File: src/rtl/dds_sweep_ctrl.sv
`default_nettype none
// ============================================================================
// Module      : dds_sweep_ctrl
// Description : Frequency/phase word sequencer for the DDS generator. It
//               supports tone, single sweep, sawtooth and triangle modes.
//               The optional macro DDS_SWEEP_TRI_EN enables triangle mode 3.
// Revision    : 1.0 - initial release
// ============================================================================
module dds_sweep_ctrl #(
    parameter int DWELL_W = 16
) (
    input  logic               clk,
    input  logic               rst,
    input  logic               cfg_valid,
    output logic               cfg_ready,
    input  logic [31:0]        cfg_k_start,
    input  logic [31:0]        cfg_k_stop,
    input  logic [31:0]        cfg_k_step,
    input  logic [DWELL_W-1:0] cfg_dwell,
    input  logic [1:0]         cfg_mode,
    input  logic [10:0]        cfg_p,
    input  logic               start,
    input  logic               abort,
    output logic [31:0]        K,
    output logic [10:0]        P,
    output logic               busy,
    output logic               sweep_done
);

    typedef enum logic [0:0] {
        S_IDLE = 1'b0,
        S_RUN  = 1'b1
    } state_t;

    localparam logic [DWELL_W-1:0] c_dwell_one = {{(DWELL_W-1){1'b0}}, 1'b1};

    state_t               r_state;
    logic [31:0]          r_sh_start;
    logic [31:0]          r_sh_stop;
    logic [31:0]          r_sh_step;
    logic [DWELL_W-1:0]   r_sh_dwell;
    logic [1:0]           r_sh_mode;
    logic [10:0]          r_sh_p;
    logic [31:0]          r_org;
    logic [31:0]          r_tgt;
    logic                 r_up;
    logic [DWELL_W-1:0]   r_cnt;
    logic [31:0]          r_k;
    logic [10:0]          r_p;
    logic                 r_busy;
    logic                 r_done;
    logic                 r_ready;

    logic [31:0]          w_ld_start;
    logic [31:0]          w_ld_stop;
    logic [DWELL_W-1:0]   w_ld_dwell;
    logic [10:0]          w_ld_p;
    logic [31:0]          w_step;
    logic [31:0]          w_fwd;

    // Move k by step toward target; a 33-bit result catches wrap and overshoot.
    function automatic logic [31:0] step_toward(
        input logic [31:0] k,
        input logic [31:0] step,
        input logic [31:0] target,
        input logic        up
    );
        logic [32:0] s;
        logic [31:0] res;
        if (up) begin
            s   = {1'b0, k} + {1'b0, step};
            res = (s[32] || (s[31:0] > target)) ? target : s[31:0];
        end else begin
            s   = {1'b0, k} - {1'b0, step};
            res = (s[32] || (s[31:0] < target)) ? target : s[31:0];
        end
        return res;
    endfunction

    // A config offered in the same cycle as start takes effect immediately.
    assign w_ld_start = cfg_valid ? cfg_k_start : r_sh_start;
    assign w_ld_stop  = cfg_valid ? cfg_k_stop  : r_sh_stop;
    assign w_ld_dwell = cfg_valid ? cfg_dwell   : r_sh_dwell;
    assign w_ld_p     = cfg_valid ? cfg_p       : r_sh_p;

    assign w_step = (r_sh_step == 32'd0) ? 32'd1 : r_sh_step;
    assign w_fwd  = step_toward(r_k, w_step, r_tgt, r_up);

`ifdef DDS_SWEEP_TRI_EN
    logic [31:0] w_rev;
    assign w_rev = step_toward(r_k, w_step, r_org, ~r_up);
`endif

    always_ff @(posedge clk) begin
        if (rst) begin
            r_state    <= S_IDLE;
            r_sh_start <= 32'd0;
            r_sh_stop  <= 32'd0;
            r_sh_step  <= 32'd0;
            r_sh_dwell <= '0;
            r_sh_mode  <= 2'd0;
            r_sh_p     <= 11'd0;
            r_org      <= 32'd0;
            r_tgt      <= 32'd0;
            r_up       <= 1'b1;
            r_cnt      <= '0;
            r_k        <= 32'd0;
            r_p        <= 11'd0;
            r_busy     <= 1'b0;
            r_done     <= 1'b0;
            r_ready    <= 1'b1;
        end else begin
            r_done <= 1'b0;
            case (r_state)
                S_IDLE: begin
                    if (cfg_valid) begin
                        r_sh_start <= cfg_k_start;
                        r_sh_stop  <= cfg_k_stop;
                        r_sh_step  <= cfg_k_step;
                        r_sh_dwell <= cfg_dwell;
                        r_sh_mode  <= cfg_mode;
                        r_sh_p     <= cfg_p;
                    end
                    if (start) begin
                        r_state <= S_RUN;
                        r_busy  <= 1'b1;
                        r_ready <= 1'b0;
                        r_k     <= w_ld_start;
                        r_p     <= w_ld_p;
                        r_cnt   <= w_ld_dwell;
                        r_org   <= w_ld_start;
                        r_tgt   <= w_ld_stop;
                        r_up    <= (w_ld_start <= w_ld_stop);
                    end
                end
                S_RUN: begin
                    if (abort) begin
                        r_state <= S_IDLE;
                        r_busy  <= 1'b0;
                        r_ready <= 1'b1;
                        r_k     <= 32'd0;
                    end else if (r_cnt != '0) begin
                        r_cnt <= r_cnt - c_dwell_one;
                    end else begin
                        r_cnt <= r_sh_dwell;
                        if (r_sh_mode != 2'd0) begin
                            if (r_k != r_tgt) begin
                                r_k <= w_fwd;
                            end else if (r_sh_mode == 2'd1) begin
                                r_state <= S_IDLE;
                                r_busy  <= 1'b0;
                                r_ready <= 1'b1;
                                r_done  <= 1'b1;
`ifdef DDS_SWEEP_TRI_EN
                            end else if (r_sh_mode == 2'd3) begin
                                r_org <= r_tgt;
                                r_tgt <= r_org;
                                r_up  <= ~r_up;
                                r_k   <= w_rev;
`endif
                            end else begin
                                r_k <= r_org;
                            end
                        end
                    end
                end
                default: r_state <= S_IDLE;
            endcase
        end
    end

    assign K          = r_k;
    assign P          = r_p;
    assign busy       = r_busy;
    assign sweep_done = r_done;
    assign cfg_ready  = r_ready;

endmodule
`default_nettype wire
File: config.mk
export PLATFORM = sky130hd
export DESIGN_NAME = dds_sweep_ctrl
export DESIGN_NICKNAME = d
export VERILOG_FILES = /design/src/rtl/dds_sweep_ctrl.sv
export SDC_FILE = /design/constraint.sdc
export NUM_CORES = 1
export LEC_CHECK = 0
export BUFFER_PORTS_ARGS = -buffer_cell sky130_fd_sc_hd__buf_2
export CAP_MARGIN = 20
export CORE_UTILIZATION = 61
export DETAILED_ROUTE_END_ITERATION = 12
export PLACE_DENSITY_LB_ADDON = 0.12
export SYNTH_ARGS = -nofsm -noshare
export SYNTH_HDL_FRONTEND = slang
export SYNTH_SLANG_ARGS = --single-unit
export TNS_END_PERCENT = 1
File: constraint.sdc
create_clock -name clk -period 6 [get_ports clk]
set_input_delay 0.6 -clock clk [delete_from_list [all_inputs] [get_ports clk]]
set_output_delay 0.6 -clock clk [all_outputs]
set_load 0.1 [all_outputs]
Word-level counts from Yosys, hierarchy flattened. Cells that the tools add are included.

Add/sub/neg operators: 3. $lt $le $gt $ge: 3. Eq/ne operators: 9. Multiplexer cells: 41. Bitwise logic cells: 2. Reductions and logical operators: 11.

Operators by type and width (number): $mux W32 (12); $mux W16 (4); $pmux W32 S2 (1); $add A32 B32 Y33 (1); $sub A32 B32 Y33 (1); $gt A32 B32 Y1 (1); $le A32 B32 Y1 (1); $logic_not A32 Y1 (1); $lt A32 B32 Y1 (1); $ne A32 B32 Y1 (1); $pmux W16 S2 (1); $mux W1 (19); $reduce_bool A16 Y1 (1); $sub A16 B1 Y16 const B (1); $mux W11 (1); $ne A3 B2 Y1 const B (2); $ne A3 B3 Y1 const B (2); $pmux W1 S2 (3); $reduce_and A2 Y1 (3); $reduce_or A6 Y1 (1); $reduce_and A5 Y1 (1); $ne A2 B2 Y1 const B (2); $ne A4 B4 Y1 const B (1); $reduce_and A4 Y1 (1); 4 further kinds (6).

Register bits after elaboration: 253. Input port bits: 130. Logic and storage cells: 85.

Depth between registers and ports, before layout. Gate-level depths: netlist of run 1.

Depth after elaboration: 12. Gate-level depth with buffers: 25.

Worst setup path after synthesis of run 1. No wires, ideal clock.

Kind: register to register. Start: register r_k[9] (netlist: K[9]). End: register r_k[31] (netlist: K[31]). Setup time: 117 ps. Arrival time: 5698 ps. Required time: 5883 ps. Path slack: 184 ps. Stages on the path, launching flop included: 22. Buffers on the path: 3. Clock period less this slack: 5816 ps. Cell sequence: dfxtp_1 ha_1 buf_2 or3_1 nor4_1 and3b_1 a32oi_1 a311oi_1 o211ai_1 a211oi_1 nor2_1 xnor2_1 ha_1 nand4_1 nor4_1 and3_1 o21a_1 clkbuf_1 clkbuf_1 nand3_1 mux2_2 a32o_1.

Cells in the longest elaborated chain, start to end: 10. Elaborated cells on any way between the ends: 17.

Ends and longest elaborated chain: from (decl) (RTL line 48) `logic [31:0] r_k;`; from (signal assigned) (RTL line 128) `r_k <= w_ld_start;`; from (signal assigned) (RTL line 148) `r_k <= w_fwd;`; from (signal assigned) (RTL line 162) `r_k <= r_org;`; $sub A32 B32 Y33 / $add A32 B32 Y33 (equally long branches) (RTL line 74, 71); $lt A32 B32 Y1 / $gt A32 B32 Y1 (equally long branches) (RTL line 75, 72); $logic_or A1 B1 Y1, on equally long branches (RTL line 75, 72); $mux W32, on equally long branches (RTL line 75, 72); $mux W32 (RTL line 70) `if (up) begin`; $mux W32 (RTL line 147) `if (r_k != r_tgt) begin`; $mux W32 (RTL line 146) `if (r_sh_mode != 2'd0) begin`; $mux W32 (RTL line 142) `end else if (r_cnt != '0) begin`; $mux W32 (RTL line 137) `if (abort) begin`; $pmux W32 S2 (RTL line 114) `case (r_state)`.

Parallel ways exist; a longest one is shown, timed or not. The select of a mux whose other input is x is not followed. A chain may end at the register's enable or synchronous reset.

Worst setup path after layout of run 1.
Start: register r_sh_step[28]. End: register r_k[23] (netlist: K[23]).

Cells in the longest elaborated chain, start to end: 12. Elaborated cells on any way between the ends: 16.

Ends and longest elaborated chain: from (decl) (RTL line 40) `logic [31:0] r_sh_step;`; from (signal assigned) (RTL line 119) `r_sh_step <= cfg_k_step;`; $logic_not A32 Y1 (RTL line 86) `assign w_step = (r_sh_step == 32'd0) ? 32'd1 : r_sh_step;`; $mux W32 * (RTL line 86); $sub A32 B32 Y33 / $add A32 B32 Y33 (equally long branches) (RTL line 74, 71); $lt A32 B32 Y1 / $gt A32 B32 Y1 (equally long branches) (RTL line 75, 72); $logic_or A1 B1 Y1, on equally long branches (RTL line 75, 72); $mux W32, on equally long branches (RTL line 75, 72); $mux W32 * (RTL line 70); $mux W32 * (RTL line 147); $mux W32 * (RTL line 146); $mux W32 * (RTL line 142); $mux W32 * (RTL line 137); $pmux W32 S2 * (RTL line 114).

Every way passes the cells marked *; elsewhere a longest branch is shown, timed or not. The select of a mux whose other input is x is not followed.

==> impl_metrics.py, run 1 <==
metrics = {
    "run_status": {
        "status": "finished clean",
    },
    "synth": {
        "syn_inst": 2313,
        "synth_async_sr_flop_share": 0,
        "yosysSeqAreaShare": 0.2892,
        "synth_xor_area_frac": 0.04701,
        "synth_warnings": 0,
        "synth_mux_area_frac": 0.04537,
        "synth_cell_types": 71,
        "synth-seq-cells": 253,
        "synth_top_family_by_area": "compound AO/OA/AOI/OAI gates",
        "ys.flop_type": "dfxtp_1",
        "yosys.area_share.adder": 0.1180,
        "synth-simple-area-share": 0.1809,
        "syn_area_per_cell_um2": 7.571,
        "syn_nets": 2607,
        "netlist_area_um2": 17510,
        "synth_compound_area_frac": 0.2514,
        "synth-edff-count": 0,
    },
    "clocking": {
        "cts_sinks": 253,
        "cts_buffer_depth": 3,
        "cts_root_buffer": "clkbuf_16",
        "clk_pin_slew_ns": 0.06,
        "cts_tree": "yes",
        "postCtsHoldBufs": 0,
        "cts_buffers": 28,
        "htreeDepth": 1,
        "clk_latency_ns": 0.58,
    },
    "timing": {
        "tightest_slew_ns": 1.117,
        "min_period_over_period": 0.9738,
        "setup_viol": 0,
        "slew_headroom": 0.2553,
        "hold_viol_final": 0,
        "drv_slew": 0,
        "tns_ns": 0,
        "fin_crit_ns": 5.843,
        "clock_skew_ns": 0.03462,
        "max_freq_mhz": 171.1,
    },
    "setup_path": {
        "cp_max_fo": 8,
        "crit_type": "reg -> reg",
        "startpoint_type": "flop",
        "cpMostUsedCell": "buf_6",
        "critPathBufInv": 6,
        "end_kind": "flop",
        "cp_slowest_cell": "fa_2",
        "cp.arrival_ns": 6.31,
        "critical-path-top-delay-family": "compound AO/OA/AOI/OAI gates",
        "reg2reg_depth": 28,
        "cp.depth": 28,
        "rr_endpoint": "K[23]$_SDFFE_PP0P_",
        "worstReg2RegStart": "r_sh_step[28]$_SDFFE_PP0P_",
        "worst-r2r-setup-slack_ns": 0.16,
        "cp_slowest_stage_delay_ns": 0.37,
        "cp.required_ns": 6.47,
    },
    "global_route": {
        "grt_max_degree": 94,
        "grt_pass1_wl_um": 87660,
        "antenna_found_initial": 4,
        "grt_pass1_vias": 16490,
        "grt_usage": 0.3796,
        "gr-total-overflow": 0,
    },
    "place": {
        "dp_cells": 2780,
        "gp_congestion": 1.006,
        "hpwl_um": 42140,
        "placed_cell_area_um2": 18980,
        "port_buffers": 175,
    },
    "route": {
        "first_pass_iters": 6,
        "drtAntennaViolNets": 0,
        "num_vias": 17810,
        "wire_per_inst_um": 20.19,
        "routed_via_density": 6.283,
        "drc_errors": 0,
        "drtIter0Drc": 1889,
        "routed_wl_um": 57230,
    },
    "hold_path": {
        "min_to": "r_sh_mode[1]$_SDFFE_PP0P_",
        "worstHoldPathCells": 3,
        "hold_path.class": "in -> reg",
        "min_from": "cfg_mode[1]",
    },
    "floorplanning": {
        "fp.dieArea_um2": 29390,
        "die_w_um": 171.4,
        "rows": 61,
        "coreArea_um2": 28010,
        "die_h_um": 171.4,
        "ios": 176,
        "start_util": 0.6252,
    },
    "job": {
        "max-cap-violations": 0,
    },
    "layout": {
        "nets": 2729,
        "instances_no_fill": 2834,
        "area_growth_pct": 15.40,
        "final_area_um2": 20210,
        "drive_gt1_frac": 0.1523,
    },
    "power": {
        "ir_drop_mv": 0.2414,
        "p_per_area_nw_per_um2": 318.2,
        "p_leak_nw": 8.762,
    },
}
==> stage by stage <==
step	setup slack, ns	hold slack [ns]	power [mW]	util
after floorplan	0.1843	0.4338	3.730	-
after global placement	0.07976	0.4405	4.458	0.6769
after detailed placement	-0.1227	0.4460	4.501	0.6774
after CTS	0.02665	0.2426	6.291	0.7118
after global routing	-0.1028	0.2571	6.747	0.7215
final	0.1570	0.2560	6.431	0.7215
==> cells by family (layout without fill, tap and decap cells) <==
| group | count (synthesis) | count (layout) |
|---|---|---|
| multiplexers | 79 | 79 |
| AND/OR/NAND/NOR | 708 | 708 |
| flip-flops | 253 | 253 |
| XOR/XNOR | 94 | 94 |
| adder cells (fa/ha/maj) | 164 | 164 |
| buffers and inverters | 315 | 457 |
| other | 0 | 1 |
| AO/OA/AOI/OAI | 700 | 700 |
==> layout make-up <==
cell class,count,area (µm²)
multi-input cells,1745,11530
fillers,2271,7801
flip-flops and latches,253,5070
repair buffers,272,1677
clock buffers,35,767.0
inverters,135,506.7
well taps,378,473.0
clock inverters,15,181.4
diodes,1,2.502
==> cells in the mapped netlist (4+ instances only) <==
cell       count  area share
a21oi_1      277       0.079
nand2_1      267       0.057
dfxtp_1      253        0.29
nor2_1       237       0.051
clkbuf_1     162       0.035
ha_1         162        0.12
a211oi_1     134       0.057
inv_1        134       0.029
o21ai_0       97       0.028
xnor2_1       84       0.042
mux2i_1       76       0.043
nand4_1       42       0.015
nor2b_1       36       0.013
a21o_1        29       0.012
nor3_1        24      0.0069
nor4_1        23      0.0082
a31oi_1       22      0.0079
nand3_1       21      0.0060
a32o_1        14      0.0080
o21bai_1      14      0.0060
buf_1         13      0.0028
a221oi_1      11      0.0055
nand2b_1      11      0.0039
o211ai_1      11      0.0047
o21a_1        11      0.0047
o31ai_1       10      0.0043
or3_1         10      0.0036
xor2_1        10      0.0050
a22oi_1        9      0.0039
a41oi_1        7      0.0035
a2111oi_0      6      0.0030
a311oi_1       6      0.0030
and2_1         6      0.0021
o22ai_1        6      0.0021
or4_1          5      0.0021
and3_1         4      0.0014
buf_2          4      0.0011
o2111ai_1      4      0.0020
o21ai_1        4      0.0011
o221ai_1       4      0.0020
or2_2          4      0.0014
==> power breakdown <==
part	switching (mW)	internal, mW	total, mW
sequential	0.140	1.81	1.95
combinational	1.69	0.994	2.68
clock	0.758	1.04	1.79
total	2.59	3.84	6.43
==> placed cells by master, fill, tap and decap left out, drive strengths merged, types with 7 or more instances in the layout <==
master and instances:
clkinv 12, o21bai 14, buf 272, o21a 11
nand3 21, a211oi 135, xor2 10, xnor2 84
a22oi 9, nor3 25, a32o 14, o211ai 11
nand4 42, a21oi 277, nand2 267, and2 7
nor2 237, a31oi 22, ha 162, nor2b 36
nor4 23, or4 8, inv 134, clkbuf 35
dfxtp 253, o21ai 101, a41oi 7, a21o 29
a221oi 11, mux2i 76, or3 10, nand2b 11
o31ai 10
==> worst max path at each step <==
stage,from,slack [ns],to
floorplan,K[9]$_SDFFE_PP0P_,0.18,K[31]$_SDFFE_PP0P_
global placement,r_sh_step[23]$_SDFFE_PP0P_,0.08,K[23]$_SDFFE_PP0P_
detailed placement,r_sh_step[23]$_SDFFE_PP0P_,-0.12,K[23]$_SDFFE_PP0P_
CTS,r_sh_step[23]$_SDFFE_PP0P_,0.03,K[23]$_SDFFE_PP0P_
global route,r_sh_step[20]$_SDFFE_PP0P_,-0.10,K[23]$_SDFFE_PP0P_
finish,r_sh_step[28]$_SDFFE_PP0P_,0.16,K[23]$_SDFFE_PP0P_
==> layer usage <==
metal | share of wire | vias to the layer above | track usage
met5 | 0.00047 | - | 0
met3 | 0.091 | 135 | 0.06811
met2 | 0.44 | 843 | 0.6061
met4 | 0.040 | 4 | 0.1421
met1 | 0.43 | 8367 | 0.5082
li1 | - | 8457 | -
==> sequential cells by signal (all words and copies together) (netlist names) <==
signal and flops:
r_sh_dwell 16, r_org 32, sweep_done 1, r_up 1, r_tgt 32, r_state 1
r_cnt 16, K 32, P 11, busy 1, r_sh_mode 2, r_sh_start 32
r_sh_p 11, r_sh_step 32, cfg_ready 1, r_sh_stop 32
==> timing repair <==
action,4_1_cts,5_1_grt
gates cloned,0,0
endpoints found under the setup margin,28,32
pin swaps,1,24
gates resized for setup,3,46
setup buffers,0,3
==> worst min-delay path, stage by stage <==
cell     delay [ns]
buf_2          0.10
nand2_1        0.05
a21oi_1        0.05
Power figures use the tool's default switching activity.
==> inputs of run 2 (changes only) <==
ABC_AREA = 1   (was default)
CORE_UTILIZATION = 62   (was 61)
==> impl_metrics.py, run 2 <==
metrics = {
    "setup_path": {
        "end_kind": "flop",
        "crit_type": "reg -> reg",
        "cpMostUsedCell": "nand2_1",
        "startpoint_type": "flop",
        "reg2reg_depth": 31,
        "cp_max_fo": 22,
        "cp-startpoint": "r_sh_step[30]$_SDFFE_PP0P_",
        "rr_endpoint": "K[13]$_SDFFE_PP0P_",
        "cp_slowest_stage_delay_ns": 0.58,
        "cp.required_ns": 6.48,
        "cp.arrival_ns": 5.85,
        "cp_slowest_cell": "nor4_1",
        "worst-r2r-setup-slack_ns": 0.64,
        "worstReg2RegStart": "r_sh_step[30]$_SDFFE_PP0P_",
        "endpoint": "K[13]$_SDFFE_PP0P_",
    },
    "hold_path": {
        "worstHoldPathCells": 3,
        "hold_path.class": "in -> reg",
    },
    "synth": {
        "synth_top_area_cell": "dfxtp_1",
        "netlist_area_um2": 19890,
        "synth-seq-cells": 253,
        "synth_area_leaders": "dfxtp_1 (25%), nand2_1 (16%), ha_1 (10%), inv_1 (7.9%), o21ai_0 (7.0%)",
        "synth-edff-count": 0,
        "yosysSeqAreaShare": 0.2546,
        "syn_nets": 3571,
        "synth_async_sr_flop_share": 0,
        "yosysMostFrequentCell": "nand2_1",
        "ys.flop_type": "dfxtp_1",
        "syn_area_per_cell_um2": 6.071,
        "synth_warnings": 0,
        "syn_inst": 3277,
        "synth_cell_types": 47,
        "synth_common_cells": "nand2_1 (874), inv_1 (421), nor2_1 (350), o21ai_0 (277), a21oi_1 (268)",
        "synth_top_area_share": 0.2546,
    },
    "route": {
        "drtAntennaViolNets": 0,
        "routed_wl_um": 66180,
        "first_pass_iters": 6,
        "drtIter0Drc": 2106,
        "routed_via_density": 5.794,
        "num_vias": 21610,
        "wire_per_inst_um": 17.74,
        "drc_errors": 0,
    },
    "floorplanning": {
        "fp.dieArea_um2": 32810,
        "coreArea_um2": 31560,
        "die_w_um": 181.1,
        "die_h_um": 181.1,
        "ios": 176,
        "rows": 65,
        "start_util": 0.6305,
    },
    "timing": {
        "min_period_over_period": 0.8938,
        "slew_headroom": 0.2663,
        "clock_skew_ns": 0.01418,
        "hold_viol_final": 0,
        "max_freq_mhz": 186.5,
        "tightest_slew_ns": 1.099,
        "tns_ns": 0,
        "hold-worst-slack_ns": 0.2823,
        "setup_viol": 0,
        "drv_slew": 0,
        "fin_crit_ns": 5.363,
        "rsz0062_at_grt": "no",
    },
    "layout": {
        "nets": 3602,
        "layout_commonest_cell": "nand2_1",
        "mostFrequentLayoutCells": "nand2_1 (874), inv_1 (419), nor2_1 (349), o21ai_0 (277), a21oi_1 (268)",
        "area_growth_pct": 8.321,
        "drive_gt1_frac": 0.09014,
        "diodes": 0,
        "final_area_um2": 21550,
    },
    "place": {
        "placed_cell_area_um2": 20580,
        "port_buffers": 175,
        "hpwl_um": 50320,
        "gp_congestion": 1.045,
    },
    "global_route": {
        "antenna_found_initial": 1,
        "gr-total-overflow": 0,
        "grt_usage": 0.3927,
        "grt_pass1_vias": 19800,
        "grt_pass1_wl_um": 103500,
        "grt_max_degree": 104,
    },
    "clocking": {
        "htreeDepth": 1,
        "clk_latency_ns": 0.56,
        "cts_tree": "yes",
        "clk_pin_slew_ns": 0.07,
        "cts.repair.resized": 0,
        "post-cts-setup-buffers": 0,
        "cts_buffer_depth": 3,
        "postCtsHoldBufs": 0,
        "cts_root_buffer": "clkbuf_16",
        "cts_buffers": 28,
        "cts_sinks": 253,
    },
    "power": {
        "p_leak_nw": 11.41,
        "ir_drop_mv": 0.2563,
        "p_total_mw": 6.661,
        "p_per_area_nw_per_um2": 309.1,
    },
    "job": {
        "max-cap-violations": 0,
    },
    "run_status": {
        "status": "finished clean",
    },
}
-- run 2: critical path, delay by kind of cell (launching register included) --
kind | cells | cell delay (ns)
and+or+nand+nor | 22 | 2.95
adders and majority gates | 3 | 0.85
AOI/OAI and AO/OA | 3 | 0.63
buffers and inverters | 3 | 0.53
DFF | 1 | 0.32
-- run 2: final cells by class --
cell class | instances | area [µm²]
tap | 402 | 503.0
inverter | 437 | 1645
fill | 2843 | 10010
sequential | 253 | 5066
timing repair buffer | 191 | 1023
clock buffer | 41 | 840.8
multi-input combinational | 2397 | 12340
clock inverter | 9 | 132.6
-- run 2: through the flow --
| stage | instances | setup WS (ns) | util |
|---|---|---|---|
| 2_1_floorplan | 3277 | 1.969 | - |
| 3_3_place_gp | 3680 | 0.8225 | 0.6521 |
| 3_5_place_dp | 3680 | 0.7500 | 0.6521 |
| 4_1_cts | 3730 | 0.6976 | 0.6829 |
| 5_1_grt | 3730 | 0.2640 | 0.6829 |
| 6_report | 3730 | 0.6371 | 0.6829 |
-- run 2: where the power goes --
part	leakage, nW	internal (mW)	switching [mW]	total (mW)
registers	2.10	1.83	0.157	1.99
logic	8.84	0.851	1.99	2.84
clock network	0.473	1.10	0.734	1.83
total	11.4	3.78	2.88	6.66
-- run 2: routing by layer --
metal,global-route usage,wire length [µm]
met5,0,0
met1,0.5223,27670
met2,0.6405,29600
met4,0.1593,2888
met3,0.05221,6015
-- run 2: how the worst min path moves through the flow --
stage                                    startpoint                         to  slack [ns]
after detailed placement          busy$_SDFFE_PP0P_          busy$_SDFFE_PP0P_        0.45
final                                      cfg_p[2]     r_sh_p[2]$_SDFFE_PP0N_        0.28
after global placement            busy$_SDFFE_PP0P_          busy$_SDFFE_PP0P_        0.45
after global routing                      cfg_p[10]    r_sh_p[10]$_SDFFE_PP0N_        0.29
after CTS                                  cfg_p[2]     r_sh_p[2]$_SDFFE_PP0N_        0.28
after floorplan           r_sh_mode[0]$_SDFFE_PP0P_  r_sh_mode[0]$_SDFFE_PP0P_        0.44
-- run 2: cell families (layout without fill, tap and decap cells) --
kind of cell             count (synthesis)  count (layout)  synth area share
AND/OR/NAND/NOR                       1559            1559            0.3243
multiplexers                            32              32           0.01610
buffers and inverters                  627             678            0.1256
AO/OA/AOI/OAI                          602             602            0.1579
adder cells (fa/ha/maj)                164             164            0.1039
XOR/XNOR                                40              40           0.01761
flip-flops                             253             253            0.2546
==> inputs of run 3 (changes only) <==
BUFFER_PORTS_ARGS = -buffer_cell sky130_fd_sc_hd__buf_4   (was -buffer_cell sky130_fd_sc_hd__buf_2)
==> impl_metrics.py, run 3 (synthesis results as in run 2) <==
metrics = {
    "run_status": {
        "status": "finished clean",
    },
    "global_route": {
        "grt_max_degree": 93,
        "antenna_found_initial": 0,
        "grt_usage": 0.4224,
        "grt_pass1_vias": 20900,
        "gr-total-overflow": 0,
        "grt_pass1_wl_um": 110700,
    },
    "floorplanning": {
        "die_h_um": 181.1,
        "ios": 176,
        "fp.dieArea_um2": 32810,
        "start_util": 0.6305,
        "die_w_um": 181.1,
        "coreArea_um2": 31560,
        "rows": 65,
    },
    "timing": {
        "tightest_slew_ns": 1.170,
        "setup_viol": 0,
        "max_freq_mhz": 182.6,
        "fin_crit_ns": 5.477,
        "hold_viol_final": 0,
        "slew_headroom": 0.2193,
        "tns_ns": 0,
        "fin_ws_ns": 0.5231,
        "drv_slew": 0,
        "clock_skew_ns": 0.01321,
        "min_period_over_period": 0.9128,
        "rsz0062_at_grt": "no",
    },
    "setup_path": {
        "cp.arrival_ns": 5.93,
        "crit_type": "reg -> reg",
        "cp.required_ns": 6.45,
        "worstReg2RegStart": "r_sh_step[29]$_SDFFE_PP0P_",
        "cp-startpoint": "r_sh_step[29]$_SDFFE_PP0P_",
        "startpoint_type": "flop",
        "cp_max_fo": 32,
        "cp_slowest_stage_delay_ns": 0.42,
        "cpMostUsedCell": "nand2_1",
        "end_kind": "flop",
        "cp_slowest_cell": "fa_1",
    },
    "power": {
        "p_sw_frac": 0.4475,
        "ir_drop_mv": 0.3049,
        "power_frac_seq": 0.296,
        "p_switching_mw": 3.005,
        "p_clk_frac": 0.265,
        "pwr-share-comb": 0.439,
        "p_leak_nw": 11.54,
        "p_int_mw": 3.710,
        "p_per_area_nw_per_um2": 305.6,
    },
    "route": {
        "first_pass_iters": 8,
        "routed_wl_um": 70690,
        "drc_errors": 0,
        "routed_via_density": 5.963,
        "wire_per_inst_um": 18.92,
        "num_vias": 22280,
        "drtIter0Drc": 2373,
        "drtAntennaViolNets": 0,
    },
    "clocking": {
        "htreeDepth": 1,
        "post-cts-setup-buffers": 0,
        "cts_buffers": 28,
        "clk_latency_ns": 0.57,
        "clk_pin_slew_ns": 0.08,
        "postCtsHoldBufs": 0,
        "cts_root_buffer": "clkbuf_16",
        "cts_sinks": 253,
        "cts_tree": "yes",
        "cts.repair.resized": 0,
        "cts_buffer_depth": 3,
    },
    "place": {
        "gp_congestion": 1.046,
        "preCtsSetupSlack_ns": 0.7695,
        "placed_cell_area_um2": 21040,
        "hpwl_um": 52680,
        "port_buffers": 175,
    },
    "layout": {
        "area_growth_pct": 10.43,
        "nFillCells": 2621,
        "nets": 3606,
        "diodes": 0,
        "mostFrequentLayoutCells": "nand2_1 (874), inv_1 (419), nor2_1 (349), o21ai_0 (277), a21oi_1 (268)",
        "layout_commonest_cell": "nand2_1",
        "final_area_um2": 21970,
        "drive_gt1_frac": 0.09238,
    },
    "hold_path": {
        "hold_path.class": "in -> reg",
        "min_from": "cfg_p[6]",
    },
    "job": {
        "max-cap-violations": 0,
    },
}
run 3: power by group through the flow:
| stage | sequential [mW] | combinational, mW | clock (mW) |
|---|---|---|---|
| final | 1.99 | 2.95 | 1.78 |
| after global routing | 2.00 | 3.23 | 1.84 |
| after floorplan | 2.17 | 1.90 | 0 |
| after detailed placement | 2.01 | 2.83 | 0 |
| after global placement | 2.00 | 2.77 | 0 |
| after CTS | 1.97 | 2.86 | 1.78 |
run 3: final timing paths:
check | cells past startpoint | end | slack, ns
worst max-delay path | 32 | K[31]$_SDFFE_PP0P_ | 0.52
worst min-delay path | 3 | r_sh_p[6]$_SDFFE_PP0N_ | 0.27
worst max register to register | 32 | K[31]$_SDFFE_PP0P_ | 0.52
worst min register to register | 2 | r_sh_mode[0]$_SDFFE_PP0P_ | 0.48
run 3: cell type report:
class / instances / area, µm² / area share
clock buffers: 36 / 792.0 / 0.03605
flip-flops and latches: 253 / 5066 / 0.2306
clock inverters: 16 / 141.4 / 0.006435
inverters: 437 / 1645 / 0.07489
well taps: 402 / 503.0 / 0.02289
repair buffers: 195 / 1484 / 0.06754
multi-input cells: 2397 / 12340 / 0.5616
run 3: metrics by stage:
step	total power, mW	hold WS [ns]	utilization	std cells
2_1_floorplan	4.069	0.4447	-	3277
3_3_place_gp	4.768	0.4518	0.6658	3683
3_5_place_dp	4.835	0.4646	0.6667	3684
4_1_cts	6.616	0.2694	0.6962	3736
5_1_grt	7.066	0.2885	0.6962	3736
6_report	6.715	0.2713	0.6962	3736
run 3: worst max-delay path, delay by kind of cell, from the launching register on:
family / cells / cell delay (ns)
and+or+nand+nor: 23 / 3.38
adders and majority gates: 3 / 0.85
AOI/OAI and AO/OA: 3 / 0.43
buffers and inverters: 3 / 0.36
DFF: 1 / 0.32
run 3: routing by layer:
layer | vias up | share of wire | wire [µm] | GRT usage
li1 | 10520 | - | - | -
met1 | 10210 | 0.40 | 28130 | 0.5536
met2 | 1327 | 0.46 | 32360 | 0.7005
met3 | 221 | 0.10 | 7339 | 0.06309
met4 | 0 | 0.040 | 2858 | 0.1566
met5 | - | 0 | 0 | 0
